### config.mk
export PLATFORM = sky130hd
export DESIGN_NAME = systolic_feeder
export DESIGN_NICKNAME = d
export VERILOG_FILES = /design/src/rtl/sa_pkg.sv /design/src/rtl/skew_line.sv /design/src/rtl/systolic_feeder.sv
export SDC_FILE = /design/constraint.sdc
export NUM_CORES = 1
export LEC_CHECK = 0
export CAP_MARGIN = 20
export CORE_MARGIN = 2
export CORE_UTILIZATION = 45
export CTS_BUF_LIST = sky130_fd_sc_hd__clkbuf_4 sky130_fd_sc_hd__clkbuf_8
export DETAILED_ROUTE_END_ITERATION = 10
export PLACE_DENSITY = 0.81
export SLEW_MARGIN = 15
export SYNTH_ARGS = -nofsm -noshare
export SYNTH_HDL_FRONTEND = slang
export SYNTH_SLANG_ARGS = --single-unit
### constraint.sdc
create_clock -name clk -period 2.31 [get_ports clk]
set_input_delay 0.462 -clock clk [delete_from_list [all_inputs] [get_ports clk]]
set_output_delay 0.462 -clock clk [all_outputs]
set_load 0.01 [all_outputs]
### src/rtl/sa_pkg.sv
// Shared systolic-array constants and the feeder FSM state type.
package sa_pkg;

    localparam int unsigned SA_N         = 4;   // PE array dimension / lane count
    localparam int unsigned SA_DW        = 8;   // operand byte width
    localparam int unsigned SA_K         = 16;  // inner dimension, reads per tile
    localparam int unsigned SA_NUM_TILES = 32;  // A row-blocks per run
    localparam int unsigned SA_AW        = 9;   // SRAM word address width

    typedef enum logic [1:0] {
        StIdle,
        StFetch,
        StFlush
    } state_e;

endpackage

### src/rtl/skew_line.sv
// Fixed-depth delay line for one operand lane; data is forced to 0 whenever valid is low.
module skew_line #(
    parameter int unsigned DEPTH = 1,
    parameter int unsigned DW    = 8
) (
    input  logic          clk,
    input  logic          rst_n,
    input  logic [DW-1:0] in_data,
    input  logic          in_vld,
    output logic [DW-1:0] out_data,
    output logic          out_vld
);

    logic [DW-1:0] in_gated;

    assign in_gated = in_vld ? in_data : '0;

    if (DEPTH == 0) begin : g_pass
        logic unused_clk_rst;

        assign unused_clk_rst = clk ^ rst_n;
        assign out_data       = in_gated;
        assign out_vld        = in_vld;
    end else begin : g_pipe
        logic [DW-1:0]    data_q [DEPTH];
        logic [DEPTH-1:0] vld_q;

        // Shift data and valid one stage per cycle.
        always_ff @(posedge clk) begin
            if (!rst_n) begin
                for (int i = 0; i < DEPTH; i++) begin
                    data_q[i] <= '0;
                    vld_q[i]  <= 1'b0;
                end
            end else begin
                data_q[0] <= in_gated;
                vld_q[0]  <= in_vld;
                for (int i = 1; i < DEPTH; i++) begin
                    data_q[i] <= data_q[i-1];
                    vld_q[i]  <= vld_q[i-1];
                end
            end
        end

        assign out_data = data_q[DEPTH-1];
        assign out_vld  = vld_q[DEPTH-1];
    end

endmodule

### src/rtl/systolic_feeder.sv
// Streams K A/B words per tile out of SRAM and skews them onto the PE array edges.
module systolic_feeder
    import sa_pkg::*;
#(
    parameter int unsigned N         = SA_N,
    parameter int unsigned DW        = SA_DW,
    parameter int unsigned K         = SA_K,
    parameter int unsigned NUM_TILES = SA_NUM_TILES,
    parameter int unsigned AW        = SA_AW,
    localparam int unsigned TW       = (NUM_TILES > 1) ? $clog2(NUM_TILES) : 1
) (
    input  logic            clk,
    input  logic            rst_n,
    input  logic            start,
    output logic            busy,
    output logic            done,
    output logic            a_rd_en,
    output logic [AW-1:0]   a_addr,
    input  logic [N*DW-1:0] a_rdata,
    output logic            b_rd_en,
    output logic [AW-1:0]   b_addr,
    input  logic [N*DW-1:0] b_rdata,
    output logic [N*DW-1:0] pe_a,
    output logic [N*DW-1:0] pe_b,
    output logic [N-1:0]    pe_a_vld,
    output logic [N-1:0]    pe_b_vld,
    output logic            acc_clr,
    output logic [TW-1:0]   tile_idx
);

    // One counter serves both the K fetch cycles and the 2N-1 flush cycles.
    localparam int unsigned MAXC = (K > 2 * N) ? K : 2 * N;
    localparam int unsigned CW   = (MAXC > 1) ? $clog2(MAXC) : 1;

    localparam logic [CW-1:0] FETCH_LAST = CW'(K - 1);
    localparam logic [CW-1:0] FLUSH_LAST = CW'(2 * N - 2);
    localparam logic [TW-1:0] TILE_LAST  = TW'(NUM_TILES - 1);

    state_e        state_q, state_d;
    logic [CW-1:0] cnt_q, cnt_d;
    logic [TW-1:0] tile_q, tile_d;
    logic [AW-1:0] a_cnt_q, a_cnt_d;
    logic          rd_q;
    logic          clr_q;
    logic          done_q;
    logic          fetch;

    assign fetch = (state_q == StFetch);

    // Next-state: FETCH K cycles, FLUSH 2N-1 cycles, repeat per tile.
    always_comb begin
        state_d = state_q;
        cnt_d   = cnt_q;
        tile_d  = tile_q;
        a_cnt_d = a_cnt_q;
        unique case (state_q)
            StIdle: begin
                // A start coinciding with done is dropped.
                if (start && !done_q) begin
                    state_d = StFetch;
                    cnt_d   = '0;
                    tile_d  = '0;
                    a_cnt_d = '0;
                end
            end
            StFetch: begin
                a_cnt_d = a_cnt_q + 1'b1;
                if (cnt_q == FETCH_LAST) begin
                    state_d = StFlush;
                    cnt_d   = '0;
                end else begin
                    cnt_d = cnt_q + 1'b1;
                end
            end
            StFlush: begin
                if (cnt_q == FLUSH_LAST) begin
                    cnt_d = '0;
                    if (tile_q == TILE_LAST) begin
                        state_d = StIdle;
                    end else begin
                        state_d = StFetch;
                        tile_d  = tile_q + 1'b1;
                    end
                end else begin
                    cnt_d = cnt_q + 1'b1;
                end
            end
            default: state_d = StIdle;
        endcase
    end

    // State, counters and the one-cycle-late read/clear/done flags.
    always_ff @(posedge clk) begin
        if (!rst_n) begin
            state_q <= StIdle;
            cnt_q   <= '0;
            tile_q  <= '0;
            a_cnt_q <= '0;
            rd_q    <= 1'b0;
            clr_q   <= 1'b0;
            done_q  <= 1'b0;
        end else begin
            state_q <= state_d;
            cnt_q   <= cnt_d;
            tile_q  <= tile_d;
            a_cnt_q <= a_cnt_d;
            rd_q    <= fetch;
            clr_q   <= fetch && (cnt_q == '0);
            done_q  <= (state_q == StFlush) && (cnt_q == FLUSH_LAST) && (tile_q == TILE_LAST);
        end
    end

    assign busy     = (state_q != StIdle);
    assign done     = done_q;
    assign a_rd_en  = fetch;
    assign b_rd_en  = fetch;
    assign a_addr   = fetch ? a_cnt_q : '0;
    assign b_addr   = fetch ? AW'(cnt_q) : '0;
    assign acc_clr  = clr_q;
    assign tile_idx = tile_q;

    // rdata lands one cycle after the read, so rd_q marks it valid; lane i adds i cycles.
    for (genvar i = 0; i < N; i++) begin : g_lane
        skew_line #(
            .DEPTH(i),
            .DW   (DW)
        ) u_skew_a (
            .clk     (clk),
            .rst_n   (rst_n),
            .in_data (a_rdata[i*DW +: DW]),
            .in_vld  (rd_q),
            .out_data(pe_a[i*DW +: DW]),
            .out_vld (pe_a_vld[i])
        );

        skew_line #(
            .DEPTH(i),
            .DW   (DW)
        ) u_skew_b (
            .clk     (clk),
            .rst_n   (rst_n),
            .in_data (b_rdata[i*DW +: DW]),
            .in_vld  (rd_q),
            .out_data(pe_b[i*DW +: DW]),
            .out_vld (pe_b_vld[i])
        );
    end

endmodule
==> impl_metrics.py, run 1 <==
metrics = {
    "place": {
        "io_buffers": 161,
        "place_hpwl_mm": 6.38,
        "place_inst": 669,
        "place_congestion": 0.863,
    },
    "synthesis": {
        "synthCells": 437,
        "synth.avg_cell_area_um2": 10.2,
        "synth_top_family_by_area": "simple AND/OR/NAND/NOR gates",
        "syn_area_um2": 4450,
        "synth-seq-area-share": 0.549,
        "synth_compound_area_frac": 0.0529,
        "ys_warn_count": 0,
        "ys_seq_elements": 122,
        "synthAdderAreaFrac": 0.0281,
        "ys_types": 34,
        "yosys.area_share.xor_xnor": 0.0118,
        "synthSimpleGateAreaFrac": 0.249,
        "synthMuxAreaShare": 0.00225,
    },
    "worst_hold_path": {
        "min_path_cells": 1,
        "hp-start": "g_lane[2].u_skew_b.g_pipe.data_q[0][0]",
        "min_path_type": "register to register",
        "hold_end": "g_lane[2].u_skew_b.g_pipe.data_q[0][8]",
    },
    "critical_path": {
        "path_class": "register to output pin",
        "crit_path_max_incr_delay_ps": 540,
        "cpLargestDelayFamily": "buffers and inverters",
        "crit_chain": "inv_1 > ha_2 > buf_4 > clkdlybuf4s50_1",
        "cp.arrival_ps": 1710,
        "critPathMaxFanout": 8,
        "cp.required_ps": 1850,
        "r2r_start": "tile_idx[0]",
        "reg2reg_depth": 6,
        "cp_slowest_cell": "clkdlybuf4s50_1",
        "r2r_slack_ps": 170,
        "startpoint_type": "register",
        "crit_buf_inv": 3,
        "cp-end-kind": "output pin",
        "regToRegEndpoint": "tile_idx[3]",
    },
    "detailed_routing": {
        "num_vias": 3228,
        "drt_iter0_markers": 89,
        "drc": 0,
        "viasPerCell": 4.60,
        "wl_mm": 9.19,
        "dr.pass1.iters": 4,
        "ant_nets": 0,
        "wl_per_cell_um": 13.1,
    },
    "global_routing": {
        "use_met1": 0.192,
        "antenna_found_initial": 0,
        "grtUsageMet2": 0.287,
        "use_met3": 0.0632,
        "grt_use_total": 0.167,
        "grt_pass1_vias": 2921,
        "grt_overflow": 0,
        "grt_max_degree": 94,
        "grt_pass1_wl_mm": 13.7,
        "grt_busiest_layer": "met2",
    },
    "timing": {
        "maxSlewViolCount": 0,
        "fin_setup_tns_ps": 0,
        "min_period_ps": 2170,
        "final-setup-viol-count": 0,
        "fmax_mhz": 461,
        "rsz0062_at_grt": "no",
        "period_share": 0.939,
        "hold_viol": 0,
        "fin_skew_ps": 9.65,
    },
    "cts": {
        "clock-sinks": 122,
        "cts_tree": "done",
        "clkSlewWorstSetupHoldPaths_ps": 80,
        "htreeDepth": 4,
        "ctsHoldBuffers": 0,
        "cts_root_buf": "clkbuf_8",
        "clock_path_buffers": 2,
        "clk_latency_ps": 400,
        "cts_made_buffers": 17,
    },
    "finish": {
        "area_delta_synth_final_pct": 41.2,
        "finalNetCount": 633,
        "finalNonFillerCells": 702,
        "layout-drive-gt1-share": 0.0844,
        "num-fill-cells": 800,
        "insertedDiodeCount": 0,
    },
    "floorplanning": {
        "core_area_um2": 9680,
        "die_w_um": 103,
        "dieArea_um2": 10700,
        "io_pins": 167,
        "std_cell_rows": 36,
        "die_h_um": 103,
        "initial_core_util": 0.460,
    },
    "power_and_ir_drop": {
        "ir_drop_v": 0.000481,
        "power_density_nw_per_um2": 796,
        "leakagePower_nw": 2.73,
    },
    "status": {
        "outcome": "complete, no violations",
    },
    "run": {
        "max_cap_viol_count": 0,
    },
}
-- Yosys cell counts, drive strengths merged --
cell type / n / area [um^2]
nand2b: 3 / 18.8
o21ai: 10 / 50.0
nand4: 3 / 18.8
clkbuf: 23 / 86.3
conb: 1 / 3.75
nand4b: 2 / 17.5
a211oi: 7 / 52.6
nand3: 10 / 50.1
or3: 1 / 6.26
a31oi: 1 / 6.26
and4bb: 1 / 12.5
nor4: 1 / 6.26
or4: 3 / 22.5
a32oi: 1 / 8.76
and3: 50 / 313
nand2: 5 / 18.8
nor3: 2 / 10.0
a21oi: 14 / 70.1
buf: 47 / 353
nor2b: 1 / 6.26
ha: 10 / 125
and4b: 1 / 11.3
nor2: 11 / 41.3
o31ai: 4 / 30.0
nand3b: 3 / 35.0
xnor2: 6 / 52.6
o31a: 1 / 17.5
and2: 83 / 521
inv: 9 / 33.8
mux2i: 1 / 10.0
dfxtp: 122 / 2440
-- worst reg2reg max path: stages (launching register included) --
cell and delay (ps):
dfxtp_1 360, ha_1 220, and3_1 180, ha_1 210
o31a_4 370, or4_1 460, a211oi_1 250
-- placed cells by master, fill, tap and decap left out, types with 2 or more instances in the layout --
| cell type | Yosys | final |
|---|---|---|
| nor2_1 | 11 | 11 |
| ha_1 | 10 | 8 |
| nand3b_1 | 2 | 2 |
| clkdlybuf4s50_1 | 0 | 147 |
| dlygate4sd2_1 | 0 | 10 |
| nor3_1 | 2 | 2 |
| o31ai_1 | 4 | 4 |
| nand4_1 | 3 | 3 |
| ha_2 | 0 | 2 |
| a21oi_1 | 14 | 14 |
| a211oi_1 | 7 | 7 |
| and2_1 | 82 | 82 |
| nand4b_1 | 2 | 2 |
| and3_1 | 50 | 50 |
| buf_4 | 47 | 3 |
| dfxtp_1 | 122 | 119 |
| dfxtp_2 | 0 | 3 |
| inv_1 | 9 | 9 |
| bufinv_16 | 0 | 3 |
| dlymetal6s2s_1 | 0 | 3 |
| nand2_1 | 5 | 5 |
| nand2b_1 | 3 | 3 |
| clkbuf_8 | 0 | 17 |
| o21ai_0 | 9 | 9 |
| xnor2_1 | 6 | 6 |
| conb_1 | 1 | 5 |
| clkinvlp_4 | 0 | 3 |
| inv_6 | 0 | 6 |
| nand3_1 | 10 | 10 |
| or4_1 | 3 | 3 |
-- layer usage --
layer,vias to the layer above,part of all wire
met2,100,0.51
met4,0,0.0048
met5,-,0
met1,1496,0.42
li1,1628,-
met3,4,0.063
-- cell families (layout without fill, tap and decap cells) --
family	Yosys count	count (layout)
other cells	1	5
simple gates	180	180
flops	122	122
compound gates	38	38
mux	1	1
fa+ha+maj	10	10
xor+xnor	6	6
buf+inv	79	207
-- report_power, final --
part	total (mW)	switching, mW	internal, mW
combinational	0.752	0.348	0.404
clock	2.01	0.896	1.11
sequential	2.24	0.0494	2.20
-- how the worst max path moves through the flow --
| stage | start | end | slack, ps | cells past startpoint |
|---|---|---|---|---|
| floorplan | tile_idx[0] | tile_idx[3] | 270 | 6 |
| global placement | start | tile_idx[3] | 220 | 5 |
| detailed placement | start | tile_idx[3] | 150 | 5 |
| CTS | state_q[1] | a_addr[6] | 1 | 5 |
| global route | state_q[1] | a_rd_en | 40 | 4 |
| finish | state_q[1] | a_rd_en | 140 | 4 |
-- sequential cells by signal (all words and copies together) (netlist names) --
signal                         flops
a_cnt_q                            9
acc_clr                            1
cnt_q                              4
done                               1
g_lane.u_skew_a.g_pipe.data_q     48
g_lane.u_skew_b.g_pipe.data_q     48
g_lane.u_skew_b.g_pipe.vld_q       3
rd_q                               1
state_q                            2
tile_idx                           5
-- layout make-up --
| type | instances | area (um^2) | share of cell area |
|---|---|---|---|
| clock buffer | 18 | 241 | 0.0384 |
| clock inverter | 14 | 185 | 0.0295 |
| inverter | 9 | 33.8 | 0.00538 |
| multi-input combinational | 240 | 1560 | 0.248 |
| sequential | 122 | 2450 | 0.389 |
| tap | 133 | 166 | 0.0265 |
| timing repair buffer | 166 | 1660 | 0.263 |
-- through the flow --
stage                      util  setup WS [ps]  hold slack (ps)  total power [mW]  cell area [um^2]
after floorplan               -            274              412              2.68              4470
after global placement    0.603            222              414              3.01              5840
after detailed placement  0.603            148              418              3.03              5840
after CTS                 0.648          0.993              434              5.06              6270
after global routing      0.649           44.0              437              5.22              6280
final                     0.649            142              432              5.00              6280
-- timing repair --
item                                    4_1_cts  5_1_grt
endpoints found under the setup margin       13        4
setup buffers                                 1        0
resized for setup                            13        5
Note: power is estimated with default switching activity, not from simulation.
==> run 2: changes to the inputs <==
--- a/config.mk
+++ b/config.mk
@@ -11,6 +11,7 @@
 export CTS_BUF_LIST = sky130_fd_sc_hd__clkbuf_4 sky130_fd_sc_hd__clkbuf_8
 export DETAILED_ROUTE_END_ITERATION = 10
 export PLACE_DENSITY = 0.81
+export SKIP_LAST_GASP = 1
 export SLEW_MARGIN = 15
 export SYNTH_ARGS = -nofsm -noshare
 export SYNTH_HDL_FRONTEND = slang
==> run 2 against run 1 <==
Against the previous run: wire length about the same; die area unchanged; sequential share of layout area about the same; final area about the same; combinational power about the same; count of clock-buffer cells in the layout unchanged; largest cell class unchanged; highest routed layer unchanged.
==> impl_metrics.py, run 2 (synthesis gave the netlist of run 1 again) <==
metrics = {
    "global_routing": {
        "grt_use_total": 0.167,
        "grt_max_degree": 94,
        "grt_pass1_vias": 2921,
        "antenna_found_initial": 0,
        "grt_pass1_wl_mm": 13.7,
        "grt_overflow": 0,
    },
    "place": {
        "place_hpwl_mm": 6.38,
        "io_buffers": 161,
        "place_congestion": 0.863,
        "post-place-ws_ps": 148,
    },
    "power_and_ir_drop": {
        "ir_drop_v": 0.000480,
        "leakagePower_nw": 2.75,
        "power_frac_comb": 0.150,
        "power_density_nw_per_um2": 796,
        "switching_share": 0.258,
        "p_seq_frac": 0.449,
        "p_switching_mw": 1.29,
        "fin_total_pwr_mw": 5.00,
        "clkPwrFrac": 0.401,
        "p_int_mw": 3.71,
    },
    "critical_path": {
        "startpoint_type": "register",
        "reg2reg_depth": 6,
        "crit_end": "a_rd_en",
        "crit_path_max_incr_delay_ps": 540,
        "path_class": "register to output pin",
        "cpLargestDelayFamily": "buffers and inverters",
        "cp.required_ps": 1850,
        "r2r_slack_ps": 170,
        "regToRegEndpoint": "tile_idx[3]",
        "crit_chain": "inv_1 > ha_2 > buf_4 > clkdlybuf4s50_1",
        "r2r_start": "tile_idx[0]",
        "crit_buf_inv": 3,
        "cp.arrival_ps": 1710,
        "crit_cells": 4,
        "critPathMaxFanout": 8,
        "cp-end-kind": "output pin",
        "cp_slowest_cell": "clkdlybuf4s50_1",
        "crit_start": "state_q[1]",
    },
    "detailed_routing": {
        "ant_nets": 0,
        "drc": 0,
        "viasPerCell": 4.60,
        "drt_iter0_markers": 94,
        "num_vias": 3227,
        "dr.pass1.iters": 4,
        "wl_mm": 9.19,
        "wl_per_cell_um": 13.1,
    },
    "cts": {
        "cts_tree": "done",
        "clkSlewWorstSetupHoldPaths_ps": 80,
        "clk_latency_ps": 400,
        "cts_root_buf": "clkbuf_8",
        "clock-sinks": 122,
        "htreeDepth": 4,
        "cts_made_buffers": 17,
        "clock_path_buffers": 2,
    },
    "floorplanning": {
        "io_pins": 167,
        "die_h_um": 103,
        "dieArea_um2": 10700,
        "initial_core_util": 0.460,
        "die_w_um": 103,
        "core_area_um2": 9680,
        "std_cell_rows": 36,
    },
    "finish": {
        "insertedDiodeCount": 0,
        "regArea_um2": 2450,
        "num-fill-cells": 799,
        "layout-drive-gt1-share": 0.0844,
        "final_cell_mix": "147 x clkdlybuf4s50_1, 119 x dfxtp_1, 82 x and2_1",
        "finalNetCount": 633,
        "area_delta_synth_final_pct": 41.3,
        "layout_commonest_cell": "clkdlybuf4s50_1",
        "multiInputGateArea_um2": 1560,
        "reg_top3": "g_lane.u_skew_a.g_pipe.data_q: 48 flops, g_lane.u_skew_b.g_pipe.data_q: 48 flops, a_cnt_q: 9 flops",
    },
    "run": {
        "max_cap_viol_count": 0,
    },
    "worst_hold_path": {
        "min_path_type": "register to register",
        "min_path_cells": 1,
    },
    "timing": {
        "min_period_ps": 2170,
        "maxSlewViolCount": 0,
        "final-setup-viol-count": 0,
        "fmax_mhz": 461,
        "fin_skew_ps": 8.67,
        "rsz0062_at_grt": "no",
        "period_share": 0.939,
        "hold_viol": 0,
        "setup_ws_ps": 141,
    },
    "status": {
        "outcome": "complete, no violations",
    },
}
run 2: layer usage:
| layer | vias to the layer above | part of all wire | global-route usage |
|---|---|---|---|
| li1 | 1628 | - | - |
| met3 | 4 | 0.069 | 0.0632 |
| met1 | 1487 | 0.42 | 0.192 |
| met4 | 0 | 0.0048 | 0.0506 |
| met5 | - | 0 | 0 |
| met2 | 108 | 0.51 | 0.287 |
run 2: stage by stage:
stage	instances	area (um^2)	hold WS [ps]	TNS, ps	utilization
floorplan	441	4470	412	0	-
global placement	669	5840	414	0	0.603
detailed placement	669	5840	418	0	0.603
CTS	702	6270	434	-8.18	0.648
global route	702	6290	437	0	0.649
finish	702	6290	432	0	0.649
run 2: timing repair:
item	CTS	global route
hold buffers	0	0
endpoints found under the setup margin	13	5
setup buffers	1	0
resized for setup	12	6
run 2: final cells by class:
| cell class | count | share of cell area |
|---|---|---|
| clock buffer | 18 | 0.0384 |
| clock inverter | 14 | 0.0295 |
| inverter | 9 | 0.00537 |
| multi-input combinational | 240 | 0.247 |
| sequential | 122 | 0.389 |
| tap | 133 | 0.0265 |
| timing repair buffer | 166 | 0.264 |
run 2: power groups by stage:
stage          clock, mW  sequential (mW)  combinational [mW]
6_report            2.01             2.24               0.752
3_5_place_dp           0             2.29               0.733
4_1_cts             2.06             2.25               0.754
5_1_grt             2.15             2.26               0.815
2_1_floorplan          0             2.28               0.401
3_3_place_gp           0             2.29               0.723
run 2: worst min path at each step:
stage	to	from	slack, ps
6_report	g_lane[3].u_skew_b.g_pipe.data_q[0][13]	g_lane[3].u_skew_b.g_pipe.data_q[0][5]	430
4_1_cts	g_lane[3].u_skew_a.g_pipe.data_q[0][20]	g_lane[3].u_skew_a.g_pipe.data_q[0][12]	430
5_1_grt	g_lane[2].u_skew_a.g_pipe.data_q[0][11]	rst_n	440
3_3_place_gp	g_lane[3].u_skew_a.g_pipe.data_q[0][20]	g_lane[3].u_skew_a.g_pipe.data_q[0][12]	410
3_5_place_dp	g_lane[2].u_skew_a.g_pipe.data_q[0][9]	g_lane[2].u_skew_a.g_pipe.data_q[0][1]	420
2_1_floorplan	g_lane[2].u_skew_a.g_pipe.data_q[0][10]	g_lane[2].u_skew_a.g_pipe.data_q[0][2]	410
==> variant (flow settings as in run 1) <==
The output `acc_clr` loses its register stage (`clr_q` becomes a continuous assignment).
--- a/src/rtl/systolic_feeder.sv
+++ b/src/rtl/systolic_feeder.sv
@@ -97,7 +97,6 @@
             tile_q  <= '0;
             a_cnt_q <= '0;
             rd_q    <= 1'b0;
-            clr_q   <= 1'b0;
             done_q  <= 1'b0;
         end else begin
             state_q <= state_d;
@@ -105,10 +104,11 @@
             tile_q  <= tile_d;
             a_cnt_q <= a_cnt_d;
             rd_q    <= fetch;
-            clr_q   <= fetch && (cnt_q == '0);
             done_q  <= (state_q == StFlush) && (cnt_q == FLUSH_LAST) && (tile_q == TILE_LAST);
         end
     end
+
+    assign clr_q = fetch && (cnt_q == '0);
 
     assign busy     = (state_q != StIdle);
     assign done     = done_q;
Formal check against the unedited RTL: not equivalent (Yosys sat finds a counterexample within 4 cycles, from zero or initial values and one cycle with rst_n low).
==> variant against run 1 <==
Power is 4.7% lower. Worst hold slack worse by 0.0045 ns. Critical path depth unchanged. Sequential cell count decreased by 1. Design area is 0.86% lower. Routed wire length increased by 1.4%. Area after synthesis decreased by 0.34%. Setup slack worse by 0.014 ns. Critical path type unchanged. Critical endpoint unchanged. Largest power group unchanged.
==> variant: results (changes against run 1) <==
Worst Skew=0.0114 ns (+0.00179 ns); placed cell area=5830 µm² (-0.15%); Placed Cells=670 (+0.15%); GRT Overall Usage=17.7% (+1.1 points); vias in the first global route=2994 (+2.5%); Compound-Gate Fraction of Synth Area=5.30% (+0.018 points); via count=3181 (-1.5%); Main synth FF type=dfxtp_1; top cells by count, synth=121 x dfxtp_1, 82 x and2_1, 49 x and3_1, 47 x buf_4, 21 x clkbuf_1; Top delay family on crit path=buffers and inverters; Starting DRT DRC Count=132 (+48%); Skew-Pair Late Insertion Delay=0.40 ns (about the same); area share of fa/ha/maj cells after synthesis=2.82% (+0.0095 points); LEAKAGE=2.67 nW (-2.1%); CP Data Arrival Time=1.72 ns; unique cell type count in the Yosys netlist=36 (+5.9%); asr flop ratio synth=0% (unchanged); status=finished, final reports clean; syn avg cell area=10.2 µm² (+0.12%); synth warn=0 (unchanged); routability cong.=0.848 (-1.7%); Post-DP HPWL=6580 µm (+3.2%); Slowest-stage cell, CP=clkdlybuf4s50_1; CP Max Fanout=8 (unchanged); share of cells above drive strength 1=8.79% (+0.35 points); Synth Area in XOR/XNOR=1.18% (+0.0040 points); Top Registers=g_lane.u_skew_a.g_pipe.data_q (48), g_lane.u_skew_b.g_pipe.data_q (48), a_cnt_q (9); H-tree depth=4 (unchanged); Max Buffers Root-to-Sink=2 (unchanged); WL/cell=13.3 µm (+1.4%); average via count per standard cell=4.53 (-1.5%); TritonRoute pass-1 iters=4 (unchanged); Antenna Cells=0 (unchanged); Peak supply drop=373 µV (-22%); setup bufs post-CTS=0 (-1); Layout Nets=633 (unchanged); r2r setup slk=0.19 ns (+0.02 ns); post-synthesis mux area share=0.226% (+0.00076 points); largest net degree at the start of global routing=47 (-50%); Area contributors post-synth=dfxtp_1 55%, and2_1 12%, buf_4 8.0%; Clock transition at path regs=0.08 ns (about the same); first-pass GRT wire length=14700 µm (+7.0%); sequential-to-total area share from yosys stat=54.6% (-0.27 points); CTS root buffer=clkbuf_8
[variant: worst reg2reg max path, stage by stage, from the launching register on]
cell and delay, ns:
dfxtp_1 0.34, ha_1 0.22, and3_1 0.18, ha_1 0.21
o31a_4 0.37, or4_1 0.48, a211oi_1 0.23
[variant: where the power goes]
group	switching, mW	leakage (nW)	total, mW	internal [mW]
logic	0.349	1.50	0.763	0.414
registers	0.0486	0.979	2.22	2.17
clock network	0.878	0.197	1.78	0.906
total	1.28	2.67	4.77	3.49
[variant: path summary, 6_finish.rpt]
path	startpoint	to	cells after the start
setup reg to reg	tile_idx[0]	tile_idx[3]	6
hold / removal	g_lane[3].u_skew_a.g_pipe.data_q[0][3]	g_lane[3].u_skew_a.g_pipe.data_q[0][11]	1
hold reg to reg	g_lane[3].u_skew_a.g_pipe.data_q[0][3]	g_lane[3].u_skew_a.g_pipe.data_q[0][11]	1
setup / recovery	state_q[1]	a_rd_en	4
[variant: kinds of logic after synthesis]
family	count (synthesis)
buf+inv	79
mux	1
xor+xnor	6
compound gates	38
fa+ha+maj	10
simple gates	179
other cells	1
flops	121
[variant: stage by stage]
stage	util [%]	hold WS, ns	setup slack (ns)	total power [mW]
6_report	64.3	0.428	0.128	4.77
3_3_place_gp	60.2	0.413	0.210	3.00
2_1_floorplan	-	0.412	0.274	2.67
5_1_grt	64.3	0.447	0.0305	5.03
3_5_place_dp	60.2	0.417	0.158	3.02
4_1_cts	64.3	0.431	0.00672	4.83
[variant: final cells by class]
| class | count | area, µm² |
|---|---|---|
| Tap cell | 133 | 166 |
| Clock inverter | 14 | 138 |
| Inverter | 9 | 33.8 |
| Timing Repair Buffer | 168 | 1650 |
| Clock buffer | 18 | 248 |
| Multi-Input combinational cell | 239 | 1570 |
| Sequential cell | 121 | 2430 |
| Fill cell | 784 | 3450 |
[variant: what timing repair did]
item	4_1_cts	5_1_grt
pin swaps	0	0
endpoints found under the setup margin	15	18
resized for setup	13	3
[variant: metal layers]
metal | part of all wire (%) | track usage (%) | vias up
met4 | 0.49 | 6.48 | 0
li1 | - | - | 1635
met3 | 7.6 | 6.05 | 4
met5 | 0 | 0 | -
met2 | 48 | 28.4 | 113
met1 | 44 | 22.4 | 1429
